==> src/rtl/apb_timer_pkg.sv <==
// apb_timer_pkg: register word offsets, CTRL/STATUS bit positions and ID constant for apb_timer
package apb_timer_pkg;
  localparam logic [2:0] OFF_CTRL   = 3'd0;
  localparam logic [2:0] OFF_LOAD   = 3'd1;
  localparam logic [2:0] OFF_COUNT  = 3'd2;
  localparam logic [2:0] OFF_STATUS = 3'd3;
  localparam logic [2:0] OFF_ID     = 3'd4;
  localparam int CTRL_EN       = 0;
  localparam int CTRL_AUTO     = 1;
  localparam int CTRL_IRQ_EN   = 2;
  localparam int CTRL_PS_LSB   = 8;
  localparam int STATUS_EXPIRED = 0;
  localparam logic [31:0] TIMER_ID = 32'hA7B0_0001;
endpackage

==> src/rtl/apb_timer_prescaler.sv <==
// apb_timer_prescaler: 8-bit divider, ticks once every prescale+1 enabled cycles
module apb_timer_prescaler (
  input  logic       clk,
  input  logic       rst,
  input  logic       en,
  input  logic       clr,
  input  logic [7:0] prescale,
  output logic       tick
);
  logic [7:0] cnt;
  assign tick = en && cnt == prescale;
  always_ff @(posedge clk or posedge rst)
    if (rst) cnt <= '0;
    else if (clr) cnt <= '0;
    else if (en) cnt <= tick ? 8'd0 : cnt + 8'd1;
endmodule

==> src/rtl/apb_timer.sv <==
// apb_timer: APB down-counting timer with one-shot/auto-reload and W1C expiry interrupt.
// Optional prescaler enabled by defining APB_TIMER_PRESCALER_EN.
module apb_timer
  import apb_timer_pkg::*;
#(
  parameter int ADDR_WIDTH = 32,
  parameter int DATA_WIDTH = 32
) (
  input  logic                  hclk,
  input  logic                  hreset,
  input  logic                  psel,
  input  logic                  penable,
  input  logic                  pwrite,
  input  logic [ADDR_WIDTH-1:0] paddr,
  input  logic [DATA_WIDTH-1:0] pwdata,
  output logic [DATA_WIDTH-1:0] prdata,
  output logic                  irq
);
  logic pend, wr_q, en, auto, irq_en, expired, tick, fire;
  logic wr_ctrl, wr_load, wr_status;
  logic [2:0] addr_q;
  logic [31:0] wdata_q, load, count, rd_val;
  logic [7:0] prescale;
  logic unused_addr;
  assign unused_addr = ^{paddr[ADDR_WIDTH-1:5], paddr[1:0]};
  assign wr_ctrl   = penable && pend && wr_q && addr_q == OFF_CTRL;
  assign wr_load   = penable && pend && wr_q && addr_q == OFF_LOAD;
  assign wr_status = penable && pend && wr_q && addr_q == OFF_STATUS;
  // a LOAD write cancels any tick landing in the same cycle
  assign fire = tick && !wr_load;
`ifdef APB_TIMER_PRESCALER_EN
  logic ps_clr;
  assign ps_clr = wr_load || (wr_ctrl && !en && wdata_q[CTRL_EN]);
  apb_timer_prescaler u_prescaler (
    .clk(hclk), .rst(hreset), .en(en), .clr(ps_clr), .prescale(prescale), .tick(tick)
  );
  always_ff @(posedge hclk or posedge hreset)
    if (hreset) prescale <= '0;
    else if (wr_ctrl) prescale <= wdata_q[CTRL_PS_LSB +: 8];
`else
  assign prescale = 8'd0;
  assign tick = en;
`endif
  always_comb begin
    rd_val = paddr[4:2] == OFF_CTRL   ? {16'b0, prescale, 5'b0, irq_en, auto, en} :
             paddr[4:2] == OFF_LOAD   ? load :
             paddr[4:2] == OFF_COUNT  ? count :
             paddr[4:2] == OFF_STATUS ? {31'b0, expired} :
             paddr[4:2] == OFF_ID     ? TIMER_ID : 32'b0;
  end
  always_ff @(posedge hclk or posedge hreset)
    if (hreset) begin
      pend <= 1'b0;
      wr_q <= 1'b0;
      addr_q <= '0;
      wdata_q <= '0;
      prdata <= '0;
      en <= 1'b0;
      auto <= 1'b0;
      irq_en <= 1'b0;
      load <= '0;
      count <= '0;
      expired <= 1'b0;
      irq <= 1'b0;
    end else begin
      if (psel && !penable) begin
        addr_q <= paddr[4:2];
        wr_q <= pwrite;
        wdata_q <= pwdata;
        pend <= 1'b1;
        if (!pwrite) prdata <= rd_val;
      end else if (penable) pend <= 1'b0;
      if (wr_ctrl) begin
        en <= wdata_q[CTRL_EN];
        auto <= wdata_q[CTRL_AUTO];
        irq_en <= wdata_q[CTRL_IRQ_EN];
      end else if (fire && count == 0 && !auto) en <= 1'b0;
      if (wr_load) begin
        load <= wdata_q;
        count <= wdata_q;
      end else if (fire) count <= count != 0 ? count - 32'd1 : auto ? load : 32'd0;
      // a new expiry wins over a W1C arriving in the same cycle
      if (fire && count == 0) expired <= 1'b1;
      else if (wr_status && wdata_q[STATUS_EXPIRED]) expired <= 1'b0;
      irq <= expired && irq_en;
    end
endmodule

==> config.mk <==
export PLATFORM = sky130hd
export DESIGN_NAME = apb_timer
export DESIGN_NICKNAME = d
export VERILOG_FILES = /design/src/rtl/apb_timer_pkg.sv /design/src/rtl/apb_timer_prescaler.sv /design/src/rtl/apb_timer.sv
export SDC_FILE = /design/constraint.sdc
export NUM_CORES = 1
export LEC_CHECK = 0
export CAP_MARGIN = 20
export CELL_PAD_IN_SITES_DETAIL_PLACEMENT = 0
export CELL_PAD_IN_SITES_GLOBAL_PLACEMENT = 1
export CORE_MARGIN = 8
export CORE_UTILIZATION = 38
export DETAILED_ROUTE_END_ITERATION = 8
export PLACE_DENSITY_LB_ADDON = 0.15
export SKIP_LAST_GASP = 1
export SYNTH_ARGS = -nofsm -noshare
export SYNTH_HDL_FRONTEND = slang
export SYNTH_SLANG_ARGS = --single-unit
==> constraint.sdc <==
create_clock -name hclk -period 4.5 [get_ports hclk]
set_input_delay 0.9 -clock hclk [delete_from_list [all_inputs] [get_ports hclk]]
set_output_delay 0.9 -clock hclk [all_outputs]
set_load 0.03 [all_outputs]
; ---- Word level (Yosys, flattened, before mapping)
; Cells that the tools add are included.
[word_totals]
reg_bits = 138
in_bits = 69
wordCells = 58
[op_classes]
add_sub_neg = 1
eq_ne = 6
muxes = 15
bitwise_logic = 1
n_reduce_logical = 23
[ops]
columns = cell, n
row1 = two-way mux 32 bit, 9
row2 = zero test 32 bit, 1
row3 = nonzero test 32 bit, 1
row4 = subtractor 32 x 1 -> 32 bit (second input constant), 1
row5 = logical AND 1 bit, 11
row6 = == test 3 x 2 -> 1 bit (second input constant), 3
row7 = nonzero test 2 bit, 4
row8 = == test 3 x 1 -> 1 bit (second input constant), 2
row9 = zero test 3 bit, 2
row10 = two-way mux 1 bit, 6
row11 = == test 3 bit (second input constant), 1
row12 = zero test 1 bit, 3
row13 = AND reduction 2 bit, 1
row14 = inverter 1 bit, 1

; ---- Logic depth before layout (Yosys ltp)
; Gate-level depths: netlist (run 1).
[depth]
ltp_word = 9
mapped_depth = 8
ltp_nobuf = 8

; ---- Worst setup path after synthesis (run 1)
; OpenSTA, ideal clock, no wires.
[synth_path]
path_kind = reg-to-reg
from = register count[16]
to = register count[15]
setup_ns = 0.126
arrival_time_ns = 2.610
t_required_ns = 4.374
path_slack_ns = 1.764
stages_incl_launch_ff = 8
path_buffers = 1
synth_period_minus_slack_ns = 2.736
path_cell_list = dfrtp_1 or4_1 or4b_4 or4_1 buf_4 a21oi_2 a211oi_1 a221o_1
[synth_between]
elab_chain_len = 4
[synth_lines]
columns = element, line
row1 = from (decl), apb_timer.sv:22  ; logic [31:0] wdata_q, load, count, rd_val;
row2 = from (signal assigned), apb_timer.sv:80  ; count <= wdata_q;
row3 = from (signal assigned), apb_timer.sv:81  ; end else if (fire) count <= count != 0 ? count - 32'd1 : auto ? load : 32'd0;
row4 = nonzero test 32 bit, apb_timer.sv:81
row5 = two-way mux 32 bit (2 in a row), apb_timer.sv:81
row6 = two-way mux 32 bit, apb_timer.sv:78  ; if (wr_load) begin
; Every way passes these cells. The select of a mux whose other input is x is not followed.
; A chain may end at the register's enable or synchronous reset.

; ---- Final worst setup path (run 1)
[layout_path]
from = register count[16]
to = register count[7]
; The elaborated chain is that of the path after synthesis.

==> qor.txt, run 1 <==
Status: finished clean
FP Rows: 49
Crit path max fanout: 9
Pwr per Cell Area: 487 nW/µm²
Yosys cell types: 62
Cell count after synthesis: 742
Detail Route Antenna Nets: 0
Placer congestion estimate: 0.862
Final Cell Area: 8520 µm²
Post-DP HPWL: 13700 µm
Hold depth: 2
Post-synthesis sequential area ratio: 0.500
Slew Limit Headroom: 0.292
Maximum number of pins on one net before global-route repair: 139
Period minus WS final: 3.22 ns
Core area: 17900 µm²
Final Cycle Share: 0.717
R2r worst-path depth: 6
Async set or reset register ratio after synthesis: 1.00
Highest Clock Rate: 310 MHz
Top-count cell post-synth: nand2_1
Vias per inst: 5.67
Fin Setup TNS: 0 ns
Reg power frac: 0.426
Root buf cell: clkbuf_16
Crit path largest cell delay: 0.80 ns
WL/cell: 19.9 µm
Initial DRC count: 516
Slew Limit Fails: 0
Cell mode on critical path: or4_1
Clock power share: 0.368
Worst-margin pin slew: 1.05 ns
Share of the synthesized area in the top cell type: 0.500
Htree depth: 4
Cell Area, Synth: 6900 µm²
I/O pins: 102
Nets: 871
Final Hold Fails: 0
CP Cell Sequence: or4_1 -> or4b_4 -> or4_1 -> nand2_2 -> o21ai_0 -> a211o_1
Hold_buf cts: 0
Aggregate global-route resource usage: 0.191
Synth Register Bits: 138
Initial antenna violation count: 0
Port bufs: 72
Worst skew pair latency: 0.42 ns
Hold Slack: 0.473 ns
Initial Utilization: 0.386
Critical path class: register to register
Syn avg cell area: 9.30 µm²
Dpl cell area: 7880 µm²
Crit path from: count[16]
Die W: 151 µm
Critical path's slowest cell: or4_1
Number of synthesized flops with an enable pin: 0
DRC: 0
DIE HEIGHT: 151 µm
Post-CTS Setup Inserts: 0
Number of buffers created by CTS: 17
Worst R2R Setup Slack: 1.28 ns
Final setup violation count: 0
Synthesis Warnings: 0
Static leakage: 3.60 nW
Worst r2r src: count[16]
Hold Path Class: register to register
CTS Sinks: 138
Syn Nets: 813
CTS tree: yes
Reg-to-reg endpoint: count[7]
Antenna fix cells: 0
Area grow syn2layout: 23.5%
Switching portion of total power: 0.314
VDD IR max: 0.242 mV
Hold Crit Endpoint: prdata[3]
Fin Clk Skew: 0.00734 ns
Post-CTS Resized: 0
Crit path arrival time: 3.52 ns
Share of cells above drive strength 1: 0.128
Gate power share: 0.206
Pint: 2.85 mW
Wirelength, routed: 20700 µm
Clock slew at reported path FFs: 0.06 ns
Pwr Total: 4.15 mW
Top FF cell, synth: dfrtp_1
Psw: 1.30 mW
Hold wc startpoint: prdata[3]
Vias in the first global route: 6098
Unrepaired setup endpoints after global routing: false
Via count: 5905
Dominant cell type by area after synthesis: dfrtp_1
Synth top cells by count: nand2_1 (156), dfrtp_1 (138), o21ai_0 (58)
First-pass GRT wire length: 33500 µm
Largest cells by area after synthesis: dfrtp_1 (50%), nand2_1 (8.5%), mux2_2 (6.4%)
Max Cap Viol: 0
TritonRoute pass-1 iters: 5
Grt total ovfl: 0
CP Capture Type: register
Clk buf depth: 2
Worst Path Required: 4.80 ns
Die area: 22700 µm²
Startpoint Class: register
==> sequential cells by signal, summed over array words and instances (netlist names) <==
signal / flops
prdata: 32
wr_q: 1
count: 32
load: 32
pend: 1
en: 1
auto: 1
addr_q: 3
expired: 1
wdata_q: 32
irq: 1
irq_en: 1
==> power by group through the flow <==
stage,clock [mW],combinational [mW],sequential [mW]
after floorplan,0,0.543,1.72
after global placement,0,0.834,1.77
after detailed placement,0,0.858,1.78
after CTS,1.56,0.863,1.76
after global routing,1.61,0.954,1.81
final,1.53,0.854,1.77
==> area by class of cell <==
type                    count  area, µm²
multi-input cells         545       3230
inverters                   7       30.0
clock inverters            10        163
fillers                  1717       9380
flip-flops and latches    138       3450
clock buffers              22        484
repair buffers             91        876
well taps                 229        287
==> logic make-up after synthesis <==
logic type                 after synthesis  share of synthesized area
and+or+nand+nor                        324                      0.226
AOI/OAI and AO/OA                      171                      0.161
DFF                                    138                      0.500
buffers and inverters                   59                     0.0332
muxes                                   43                     0.0694
xor gates and xnor gates                 5                    0.00635
adders and majority gates                2                    0.00363
==> metal layers <==
layer  GRT usage  wire length, µm
met2       0.305             9590
met5           0                0
met1       0.252             9540
met3      0.0397             1150
met4      0.0693              418
==> critical path, delay by kind of cell (launching register included) <==
kind | cells | cell delay, ns
AOI/OAI and AO/OA | 2 | 0.38
DFF | 1 | 0.46
and+or+nand+nor | 4 | 2.26
==> per-stage QoR <==
stage	setup slack, ns	util	cells
detailed placement	1.30	0.440	1010
global route	1.12	0.476	1042
finish	1.28	0.476	1042
CTS	1.28	0.476	1042
global placement	1.39	0.440	1010
floorplan	1.76	-	742
==> worst max path at each step <==
stage               slack (ns)         to  cells past startpoint
floorplan                 1.76  count[15]                      7
global placement          1.39  count[31]                      6
detailed placement        1.30   count[7]                      6
CTS                       1.28   count[7]                      6
global route              1.12  count[31]                      6
finish                    1.28   count[7]                      6
==> placed cells by master, fill, tap and decap left out, drive strengths merged, types with 8 or more instances in the layout <==
cell	count
nor3	21
nor2	48
a22oi	37
a31oi	8
dfrtp	138
nand2	157
mux2	39
nand3	19
buf	19
o211ai	10
clkbuf	22
clkdlybuf4s50	72
nand4	9
o21ai	58
nor4	14
a21oi	20
Power figures use the tool's default switching activity.
==> run 2: changes to the inputs <==
Settings changed: CORE_UTILIZATION 38 to 42.
Clock period 4.5 ns to 3 ns, I/O delays scaled along.
==> qor.txt, run 2 (synthesized netlist as in run 1, its figures left out) <==
Static leakage: 3.83 nW (+6.4%)
Die area: 20800 µm² (-8.5%)
Fin Clk Skew: 0.00624 ns (-0.00110 ns)
Vias in the first global route: 6223 (+2.0%)
Hold Path Class: register to register
Root buf cell: clkbuf_16
Period minus WS final: 2.86 ns (-0.368 ns)
Final Cycle Share: 0.952 (+0.236)
Max Cap Viol: 0 (unchanged)
CP Capture Type: register
Final setup violation count: 0 (unchanged)
Detail Route Antenna Nets: 0 (unchanged)
FP Rows: 47 (-4.1%)
Fin util: 0.543 (+0.0669)
Port bufs: 72 (unchanged)
Initial DRC count: 506 (-1.9%)
Clk buf depth: 2 (unchanged)
Die W: 144 µm (-4.4%)
Unrepaired setup endpoints after global routing: false
Worst r2r src: count[8]
Status: finished clean
DIE HEIGHT: 144 µm (-4.4%)
Commonest non-fill, non-tap cell in the layout: nand2_1
Reg-to-reg endpoint: count[7]
Initial antenna violation count: 0 (unchanged)
CTS Sinks: 138 (unchanged)
Final Hold Fails: 0 (unchanged)
DRC: 0 (unchanged)
Crit path from: count[8]
Aggregate global-route resource usage: 0.224 (+0.0325)
Post-CTS Setup Inserts: 0 (unchanged)
Hold Slack: 0.475 ns (+0.00173 ns)
TritonRoute pass-1 iters: 5 (unchanged)
Worst R2R Setup Slack: 0.14 ns (-1.13 ns)
Slew Limit Fails: 0 (unchanged)
Vias per inst: 5.74 (+1.2%)
Crit path arrival time: 3.17 ns (-0.35 ns)
Worst Path Required: 3.31 ns (-1.49 ns)
Post-DP HPWL: 15500 µm (+14%)
Initial Utilization: 0.422 (+0.0366)
Maximum number of pins on one net before global-route repair: 58 (-58%)
Area grow syn2layout: 28.6%
Slew Limit Headroom: 0.572 (+0.280)
Core area: 16300 µm² (-8.7%)
Fin Setup TNS: 0 ns (unchanged)
Number of buffers created by CTS: 17 (unchanged)
Hold_buf cts: 0 (unchanged)
Wirelength, routed: 21900 µm (+5.9%)
Pwr per Cell Area: 707 nW/µm² (+45%)
CTS tree: yes
Worst-margin pin slew: 0.641 ns (-0.410 ns)
Htree depth: 4 (unchanged)
Startpoint Class: register
Placer congestion estimate: 0.880 (+2.1%)
Nets: 919 (+5.5%)
R2r worst-path depth: 7 (+1)
Share of cells above drive strength 1: 0.176 (+0.0479)
Via count: 6191 (+4.8%)
Worst setup path end: count[7]
VDD IR max: 0.432 mV (+79%)
I/O pins: 102 (unchanged)
First-pass GRT wire length: 35300 µm (+5.3%)
Post-CTS Resized: 0 (unchanged)
Critical path class: register to register
WL/cell: 20.3 µm (+2.3%)
Crit path max fanout: 5 (-4)
Antenna fix cells: 0 (unchanged)
Pwr Total: 6.27 mW (+51%)
Most frequent cells in the layout: nand2_1 (155), dfrtp_1 (138), clkdlybuf4s50_1 (72), buf_4 (63), o21ai_0 (58)
Clock slew at reported path FFs: 0.06 ns (about the same)
Highest Clock Rate: 350 MHz (+13%)
Worst skew pair latency: 0.43 ns (about the same)
Grt total ovfl: 0 (unchanged)
Hold depth: 2 (unchanged)
[run 2: changes by cell type in the layout (fill, tap and decap cells not counted)]
cell        previous run  this run
clkbuf_8               4         1
buf_4                 18        63
clkinv_4               1         2
clkinv_2               2         3
inv_6                  1         0
clkinvlp_4             3         4
buf_12                 1         4
clkbuf_1               1         0
[run 2: worst min-delay path by stage]
stage                           start         end  slack (ns)
after floorplan           wdata_q[12]    load[12]        0.45
after global placement      prdata[3]   prdata[3]        0.46
after detailed placement   prdata[26]  prdata[26]        0.47
after CTS                  prdata[26]  prdata[26]        0.48
after global routing       prdata[19]  prdata[19]        0.52
final                      prdata[26]  prdata[26]        0.48
[run 2: area by class of cell]
type,count,area (µm²)
flip-flops and latches,138,3450
repair buffers,139,1270
clock buffers,18,439
fillers,1541,7470
inverters,7,30.0
multi-input cells,545,3230
well taps,220,275
clock inverters,12,175
[run 2: through the flow]
stage / instances / worst slack (ns) / area, µm²
after floorplan: 742 / 0.264 / 6910
after global placement: 1049 / 0.165 / 8260
after detailed placement: 1049 / 0.160 / 8260
after CTS: 1079 / 0.149 / 8880
after global routing: 1079 / 0.0528 / 8880
final: 1079 / 0.144 / 8880
[run 2: worst max-delay path, stage by stage (launching register included)]
cell and delay (ns):
dfrtp_1 0.41, or4_1 0.51, or4b_4 0.60, or4_1 0.57, buf_4 0.17, nand2_2 0.13, o21ai_0 0.12, a211o_1 0.23
[run 2: routing by layer]
layer / global-route usage / vias up / part of all wire
met5: 0 / - / 0
met4: 0.0663 / 0 / 0.014
met3: 0.0479 / 25 / 0.056
met2: 0.347 / 198 / 0.46
met1: 0.309 / 3094 / 0.47
li1: - / 2874 / -
[run 2: power by group]
part / internal [mW] / total (mW) / leakage, nW / switching [mW]
Combinational: 0.634 / 1.45 / 1.80 / 0.813
Clock: 1.40 / 2.21 / 0.294 / 0.811
Sequential: 2.23 / 2.61 / 1.73 / 0.388
